--- src/rtl/qkd_pkg.sv ---
// Shared BB84 definitions: qubit/basis encodings, sifting FSM states and
// the measurement and LFSR step helpers used by both link ends.
package qkd_pkg;

    localparam logic [1:0]  QB_ZERO           = 2'b00;
    localparam logic [1:0]  QB_PLUS           = 2'b01;
    localparam logic [1:0]  QB_ONE            = 2'b10;
    localparam logic [1:0]  QB_MINUS          = 2'b11;
    localparam logic        BASIS_RECT        = 1'b0;
    localparam logic        BASIS_DIAG        = 1'b1;
    localparam logic [15:0] LFSR_DEFAULT_SEED = 16'hACE1;

    typedef enum logic [2:0] {
        IDLE       = 3'd0,
        RECV       = 3'd1,
        ANNOUNCE   = 3'd2,
        WAIT_ALICE = 3'd3,
        DONE       = 3'd4
    } sift_state_e;

    // qubit[0] is the encoding basis and qubit[1] the bit; a wrong basis yields the fill bit
    function automatic logic meas_bit(input logic [1:0] qb, input logic basis, input logic fill);
        logic m;
        if (qb[0] == basis) begin
            m = qb[1];
        end else begin
            m = fill;
        end
        return m;
    endfunction

    // Right-shifting Fibonacci form of x^16+x^14+x^13+x^11+1
    function automatic logic [15:0] lfsr16_next(input logic [15:0] s);
        return {s[0] ^ s[2] ^ s[3] ^ s[5], s[15:1]};
    endfunction

endpackage

--- src/rtl/qkd_lfsr16.sv ---
// 16-bit Fibonacci LFSR with enable; shared by the Alice and Bob sequencers.
import qkd_pkg::*;

module qkd_lfsr16 #(
    parameter logic [15:0] SEED = LFSR_DEFAULT_SEED
) (
    input  logic        clk,
    input  logic        rst_n,
    input  logic        adv,
    output logic [15:0] state
);

    // An all-zero seed would lock the register up, so it falls back to the default
    localparam logic [15:0] SEED_EFF = (SEED == 16'h0000) ? LFSR_DEFAULT_SEED : SEED;

    logic [15:0] lfsr_r;

    // Shift register: advances only when enabled
    always_ff @(posedge clk) begin
        if (!rst_n) begin
            lfsr_r <= SEED_EFF;
        end else if (adv) begin
            lfsr_r <= lfsr16_next(lfsr_r);
        end
    end

    assign state = lfsr_r;

endmodule

--- src/rtl/bob_sift_ctrl.sv ---
// Receiver-side BB84 sequencer: random-basis measurement, basis announce,
// sifting against Alice's basis and key accumulation.
import qkd_pkg::*;

module bob_sift_ctrl #(
    parameter int          KEY_LEN   = 16,
    parameter int          TIMEOUT   = 255,
    parameter logic [15:0] LFSR_SEED = 16'hACE1
) (
    input  logic               clk,
    input  logic               rst_n,
    input  logic               start,
    input  logic               qubit_valid,
    output logic               qubit_ready,
    input  logic [1:0]         qubit,
    output logic               bob_basis,
    output logic               bob_basis_valid,
    input  logic               alice_basis,
    input  logic               alice_basis_valid,
    output logic [KEY_LEN-1:0] key,
    output logic [6:0]         key_count,
    output logic [15:0]        discard_count,
    output logic               done
);

    localparam logic [6:0]  KEY_LEN_C  = 7'(KEY_LEN);
    localparam logic [15:0] TIMEOUT_M1 = 16'(TIMEOUT - 1);

    sift_state_e        state_r, state_s;
    logic [15:0]        lfsr_s;
    logic               lfsr_unused_s;
    logic               accept_s, match_s, expire_s, key_full_s;
    logic               clear_s, keep_s, drop_s;
    logic               ready_s, strobe_s, done_s;
    logic               qubit_ready_r, bob_basis_r, bob_basis_valid_r, done_r;
    logic               meas_r;
    logic [15:0]        timer_r;
    logic [KEY_LEN-1:0] key_r;
    logic [6:0]         key_count_r;
    logic [15:0]        discard_count_r;

    qkd_lfsr16 #(.SEED(LFSR_SEED)) u_lfsr (
        .clk   (clk),
        .rst_n (rst_n),
        .adv   (accept_s),
        .state (lfsr_s)
    );

    // Only the two low LFSR bits feed the measurement
    assign lfsr_unused_s = ^lfsr_s[15:2];

    assign accept_s   = (state_r == RECV) && qubit_valid;
    assign match_s    = alice_basis_valid && (alice_basis == bob_basis_r);
    assign expire_s   = (timer_r == TIMEOUT_M1);
    assign key_full_s = ((key_count_r + 7'd1) == KEY_LEN_C);

    // State register
    always_ff @(posedge clk) begin
        if (!rst_n) begin
            state_r <= IDLE;
        end else begin
            state_r <= state_s;
        end
    end

    // Next-state logic; a valid answer on the expiry cycle wins over the timeout
    always_comb begin
        state_s = state_r;
        case (state_r)
            IDLE:       state_s = start ? RECV : IDLE;
            RECV:       state_s = qubit_valid ? ANNOUNCE : RECV;
            ANNOUNCE:   state_s = WAIT_ALICE;
            WAIT_ALICE: begin
                if (alice_basis_valid) begin
                    state_s = (match_s && key_full_s) ? DONE : RECV;
                end else if (expire_s) begin
                    state_s = RECV;
                end else begin
                    state_s = WAIT_ALICE;
                end
            end
            DONE:       state_s = start ? RECV : DONE;
            default:    state_s = IDLE;
        endcase
    end

    // Output/control decode; status flags are computed for the next state so they register cleanly
    always_comb begin
        ready_s  = (state_s == RECV);
        strobe_s = (state_s == ANNOUNCE);
        done_s   = (state_s == DONE);
        clear_s  = 1'b0;
        keep_s   = 1'b0;
        drop_s   = 1'b0;
        if (state_r == WAIT_ALICE) begin
            keep_s = match_s;
            drop_s = alice_basis_valid ? !match_s : expire_s;
        end else if ((state_r == IDLE) || (state_r == DONE)) begin
            clear_s = start;
        end else begin
            clear_s = 1'b0;
        end
    end

    // Registered status outputs
    always_ff @(posedge clk) begin
        if (!rst_n) begin
            qubit_ready_r     <= 1'b0;
            bob_basis_valid_r <= 1'b0;
            done_r            <= 1'b0;
        end else begin
            qubit_ready_r     <= ready_s;
            bob_basis_valid_r <= strobe_s;
            done_r            <= done_s;
        end
    end

    // Measurement latch, reply timer and key/discard accounting
    always_ff @(posedge clk) begin
        if (!rst_n) begin
            bob_basis_r     <= 1'b0;
            meas_r          <= 1'b0;
            timer_r         <= 16'd0;
            key_r           <= '0;
            key_count_r     <= 7'd0;
            discard_count_r <= 16'd0;
        end else begin
            if (accept_s) begin
                bob_basis_r <= lfsr_s[0];
                meas_r      <= meas_bit(qubit, lfsr_s[0], lfsr_s[1]);
            end
            if (state_r == ANNOUNCE) begin
                timer_r <= 16'd0;
            end else if (state_r == WAIT_ALICE) begin
                timer_r <= timer_r + 16'd1;
            end
            if (clear_s) begin
                key_r           <= '0;
                key_count_r     <= 7'd0;
                discard_count_r <= 16'd0;
            end else begin
                if (keep_s) begin
                    for (int i = 0; i < KEY_LEN; i++) begin
                        if (key_count_r == 7'(i)) begin
                            key_r[i] <= meas_r;
                        end
                    end
                    key_count_r <= key_count_r + 7'd1;
                end
                if (drop_s && (discard_count_r != 16'hFFFF)) begin
                    discard_count_r <= discard_count_r + 16'd1;
                end
            end
        end
    end

    assign qubit_ready     = qubit_ready_r;
    assign bob_basis       = bob_basis_r;
    assign bob_basis_valid = bob_basis_valid_r;
    assign key             = key_r;
    assign key_count       = key_count_r;
    assign discard_count   = discard_count_r;
    assign done            = done_r;

endmodule

--- config.mk ---
export PLATFORM = sky130hd
export DESIGN_NAME = bob_sift_ctrl
export DESIGN_NICKNAME = d
export VERILOG_FILES = /design/src/rtl/qkd_pkg.sv /design/src/rtl/qkd_lfsr16.sv /design/src/rtl/bob_sift_ctrl.sv
export SDC_FILE = /design/constraint.sdc
export NUM_CORES = 1
export LEC_CHECK = 0
export ABC_AREA = 1
export CAP_MARGIN = 20
export CORE_MARGIN = 3
export CORE_UTILIZATION = 25
export DETAILED_ROUTE_END_ITERATION = 8
export GPL_TIMING_DRIVEN = 0
export PLACE_DENSITY = 0.46
export SLEW_MARGIN = 10
export SYNTH_ARGS = -nofsm -noshare
export SYNTH_HDL_FRONTEND = slang
export SYNTH_SLANG_ARGS = --single-unit
export TNS_END_PERCENT = 50
--- constraint.sdc ---
create_clock -name clk -period 1.58 [get_ports clk]
set_input_delay 0.237 -clock clk [delete_from_list [all_inputs] [get_ports clk]]
set_output_delay 0.237 -clock clk [all_outputs]
set_load 0.01 [all_outputs]
==> results.sh <==
export IMPL_status="finished clean"
export IMPL_nNetsFinal=664
export IMPL_numPortBuffers=49
export IMPL_grt_setup_unrepaired="yes"
export IMPL_syn_cell_area_sq_um=3970
export IMPL_die_y_um=132
export IMPL_setup_ws_ns=0.0492
export IMPL_min_period_ns=1.53
export IMPL_path_clk_slew_ns=0.07
export IMPL_ys_types=36
export IMPL_setup_viol=0
export IMPL_p_leak_uw=0.00225
export IMPL_peakVddDrop_uv=545
export IMPL_slowest_delay_ns=0.56
export IMPL_crit_chain="clkdlybuf4s50_1"
export IMPL_worst_ep_required_time_ns=1.34
export IMPL_io_pins=51
export IMPL_ys_seq_area_share_pct=39.9
export IMPL_hp_class="in2reg"
export IMPL_grt_start_max_net_pins=15
export IMPL_worst_slew_pin_slew_ns=0.423
export IMPL_grt_usage_pct=12.9
export IMPL_wl_per_cell_um=12.9
export IMPL_slew_headroom_pct=71.8
export IMPL_critPathSlowestCell="clkdlybuf4s50_1"
export IMPL_grt_overflow=0
export IMPL_clk_latency_ns=0.35
export IMPL_drive_gt1_share_pct=26.6
export IMPL_die_w_um=132
export IMPL_syn_nets=564
export IMPL_fp_row_count=45
export IMPL_dp_hpwl_mm=7.61
export IMPL_stdcell_count=864
export IMPL_syn_avg_cell_area_sq_um=7.24
export IMPL_arrival_ns=1.29
export IMPL_drtAntennaViolNets=0
export IMPL_die_area_sq_um=17400
export IMPL_drt_iter0_drc=223
export IMPL_path_class="reg2out"
export IMPL_cp_max_fo=6
export IMPL_core_sq_um=15400
export IMPL_hold_viol=0
export IMPL_numCtsBuffers=9
export IMPL_crit_buf_inv=1
export IMPL_clk_path_buf_depth=2
export IMPL_post_place_ws_ns=-0.566
export IMPL_cts_max_level=3
export IMPL_powerDensity_nw_per_um2=832
export IMPL_cts_tree="built"
export IMPL_power_uw=4730
export IMPL_antenna_cells=0
export IMPL_dr_pass1_iters=5
export IMPL_antenna_found_initial=0
export IMPL_cts_sinks=79
export IMPL_clock_skew_ns=0.00786
export IMPL_drv_slew=0
export IMPL_fin_crit_sh_pct=96.9
export IMPL_cts_root_buffer="clkbuf_16"
export IMPL_placed_area_sq_um=4720
export IMPL_drc=0
export IMPL_syn_inst=548
export IMPL_clock_fmax_mhz=653
export IMPL_grt_pass1_wl_mm=18.5
export IMPL_grt_pass1_vias=3798
export IMPL_vias=3975
export IMPL_fin_util_pct=37.0
export IMPL_wl_mm=11.2
export IMPL_synth_seq_cells=79
export IMPL_drv_cap=0
export IMPL_place_inst=808
export IMPL_viasPerCell=4.60
export IMPL_cpLargestDelayFamily="buffers and inverters"
export IMPL_place_congestion=0.807
export IMPL_stdcell_area_sq_um=5690
export IMPL_area_growth_pct=43.4
export IMPL_critPathLaunchType="flop"
export IMPL_start_util_pct=25.8
export IMPL_synth_warnings=0
export IMPL_critPathCaptureType="output port"
==> Yosys cell counts <==
| cell type | count | area (sq um) |
|---|---|---|
| dfxtp_1 | 79 | 1580 |
| xor2_1 | 9 | 78.8 |
| clkbuf_1 | 10 | 37.5 |
| nor2_4 | 4 | 45.0 |
| a21o_1 | 1 | 7.51 |
| a31oi_1 | 2 | 12.5 |
| and3_1 | 1 | 6.26 |
| a21oi_2 | 9 | 78.8 |
| nand2_2 | 9 | 56.3 |
| nor2_1 | 58 | 218 |
| nand3_1 | 37 | 185 |
| inv_2 | 5 | 18.8 |
| buf_2 | 2 | 10.0 |
| o21ai_0 | 24 | 120 |
| a211oi_1 | 5 | 37.5 |
| clkinv_2 | 1 | 5.00 |
| xnor2_1 | 6 | 52.6 |
| nand3b_1 | 2 | 15.0 |
| nor2_2 | 2 | 12.5 |
| inv_1 | 60 | 225 |
| nor3_4 | 2 | 32.5 |
| nand2_4 | 3 | 33.8 |
| ha_1 | 8 | 100 |
| buf_12 | 1 | 20.0 |
| clkbuf_2 | 1 | 5.00 |
| nor3b_1 | 2 | 15.0 |
| nand4_1 | 19 | 119 |
| nor3_1 | 33 | 165 |
| a21oi_1 | 41 | 205 |
| nand3_4 | 1 | 17.5 |
| nand2_1 | 100 | 375 |
| buf_1 | 1 | 3.75 |
| o21ai_1 | 1 | 5.00 |
| or2_2 | 1 | 6.26 |
| nor4_1 | 6 | 37.5 |
| nor3_2 | 2 | 20.0 |
==> registers in the layout (all words and copies together), names as in the netlist <==
signal           count
state_r              3
timer_r             16
done                 1
qubit_ready          1
discard_count       16
key_count            7
bob_basis            1
key                 16
u_lfsr.state        16
meas_r               1
bob_basis_valid      1
==> worst paths after layout <==
kind                          start                 to  slack (ns)  cells past startpoint
setup reg to reg         timer_r[0]  discard_count[12]        0.06                     10
setup / recovery  discard_count[11]  discard_count[11]        0.05                      1
hold reg to reg     u_lfsr.state[7]    u_lfsr.state[6]        0.46                      2
hold / removal                rst_n    u_lfsr.state[8]        0.28                      3
==> layer usage <==
| layer | vias to the layer above | track usage (%) | part of all wire, % |
|---|---|---|---|
| li1 | 2006 | - | - |
| met4 | 0 | 4.90 | 1.9 |
| met2 | 91 | 21.0 | 47 |
| met5 | - | 0 | 0 |
| met3 | 18 | 2.90 | 4.2 |
| met1 | 1860 | 16.7 | 46 |
==> power by group <==
group	switching [uW]	total, uW	internal, uW
clock	886	2280	1400
sequential	39.0	2070	2030
combinational	232	381	149
total	1160	4730	3570
==> through the flow <==
step / setup TNS, ns / hold slack [ns]
global route: -0.205 / 0.285
CTS: 0 / 0.270
global placement: -22.73 / 0.442
detailed placement: -23.37 / 0.440
floorplan: 0 / 0.429
finish: 0 / 0.277
==> cell type report <==
| cell class | instances | area [sq um] |
|---|---|---|
| Clock inverter | 6 | 92.6 |
| Inverter | 66 | 260 |
| Tap cell | 211 | 264 |
| Buffer | 15 | 101 |
| Multi-Input combinational cell | 388 | 2240 |
| Sequential cell | 79 | 1650 |
| Fill cell | 1598 | 9680 |
| Timing Repair Buffer | 89 | 847 |
| Clock buffer | 10 | 229 |
==> cell families (layout without fill, tap and decap cells) <==
logic type,after synthesis,count (layout),synth area share [%]
fa+ha+maj,8,8,2.52
xor+xnor,15,15,3.31
compound gates,83,83,11.8
flops,79,79,39.9
buf+inv,81,186,8.20
simple gates,282,282,34.3
==> cell usage in the layout (no fill, tap or decap), types with 3 or more instances in the layout <==
cell type,Yosys,final
nor3_2,2,7
dfxtp_4,0,11
o21ai_1,1,3
ha_1,8,6
o21ai_0,24,21
buf_4,0,37
buf_12,1,3
xor2_1,9,9
nor2_2,2,7
clkdlybuf4s50_1,0,43
a211oi_1,5,5
inv_2,5,6
clkbuf_1,10,4
nor2_4,4,6
a21oi_2,9,9
buf_6,0,3
nand3_2,0,3
xnor2_1,6,6
inv_1,60,56
nand3_1,37,33
nor4_1,6,5
clkbuf_16,0,9
nand2_2,9,16
nor3_1,33,25
dfxtp_1,79,47
clkbuf_2,1,6
nor3_4,2,5
nand2_1,100,92
nor2_1,58,51
nand4_1,19,19
dfxtp_2,0,21
inv_4,0,3
a21oi_1,41,40
dlymetal6s2s_1,0,4
nand2_4,3,4
==> repair_timing <==
| action | 4_1_cts | 5_1_grt |
|---|---|---|
| gates cloned | 1 | 0 |
| pin swaps | 8 | 21 |
| hold buffers | 0 | 0 |
| setup endpoints to repair | 78 | 61 |
| gates resized for setup | 57 | 61 |
| buffers inserted | 19 | 21 |
No activity file was read; power rests on OpenSTA's default activity.
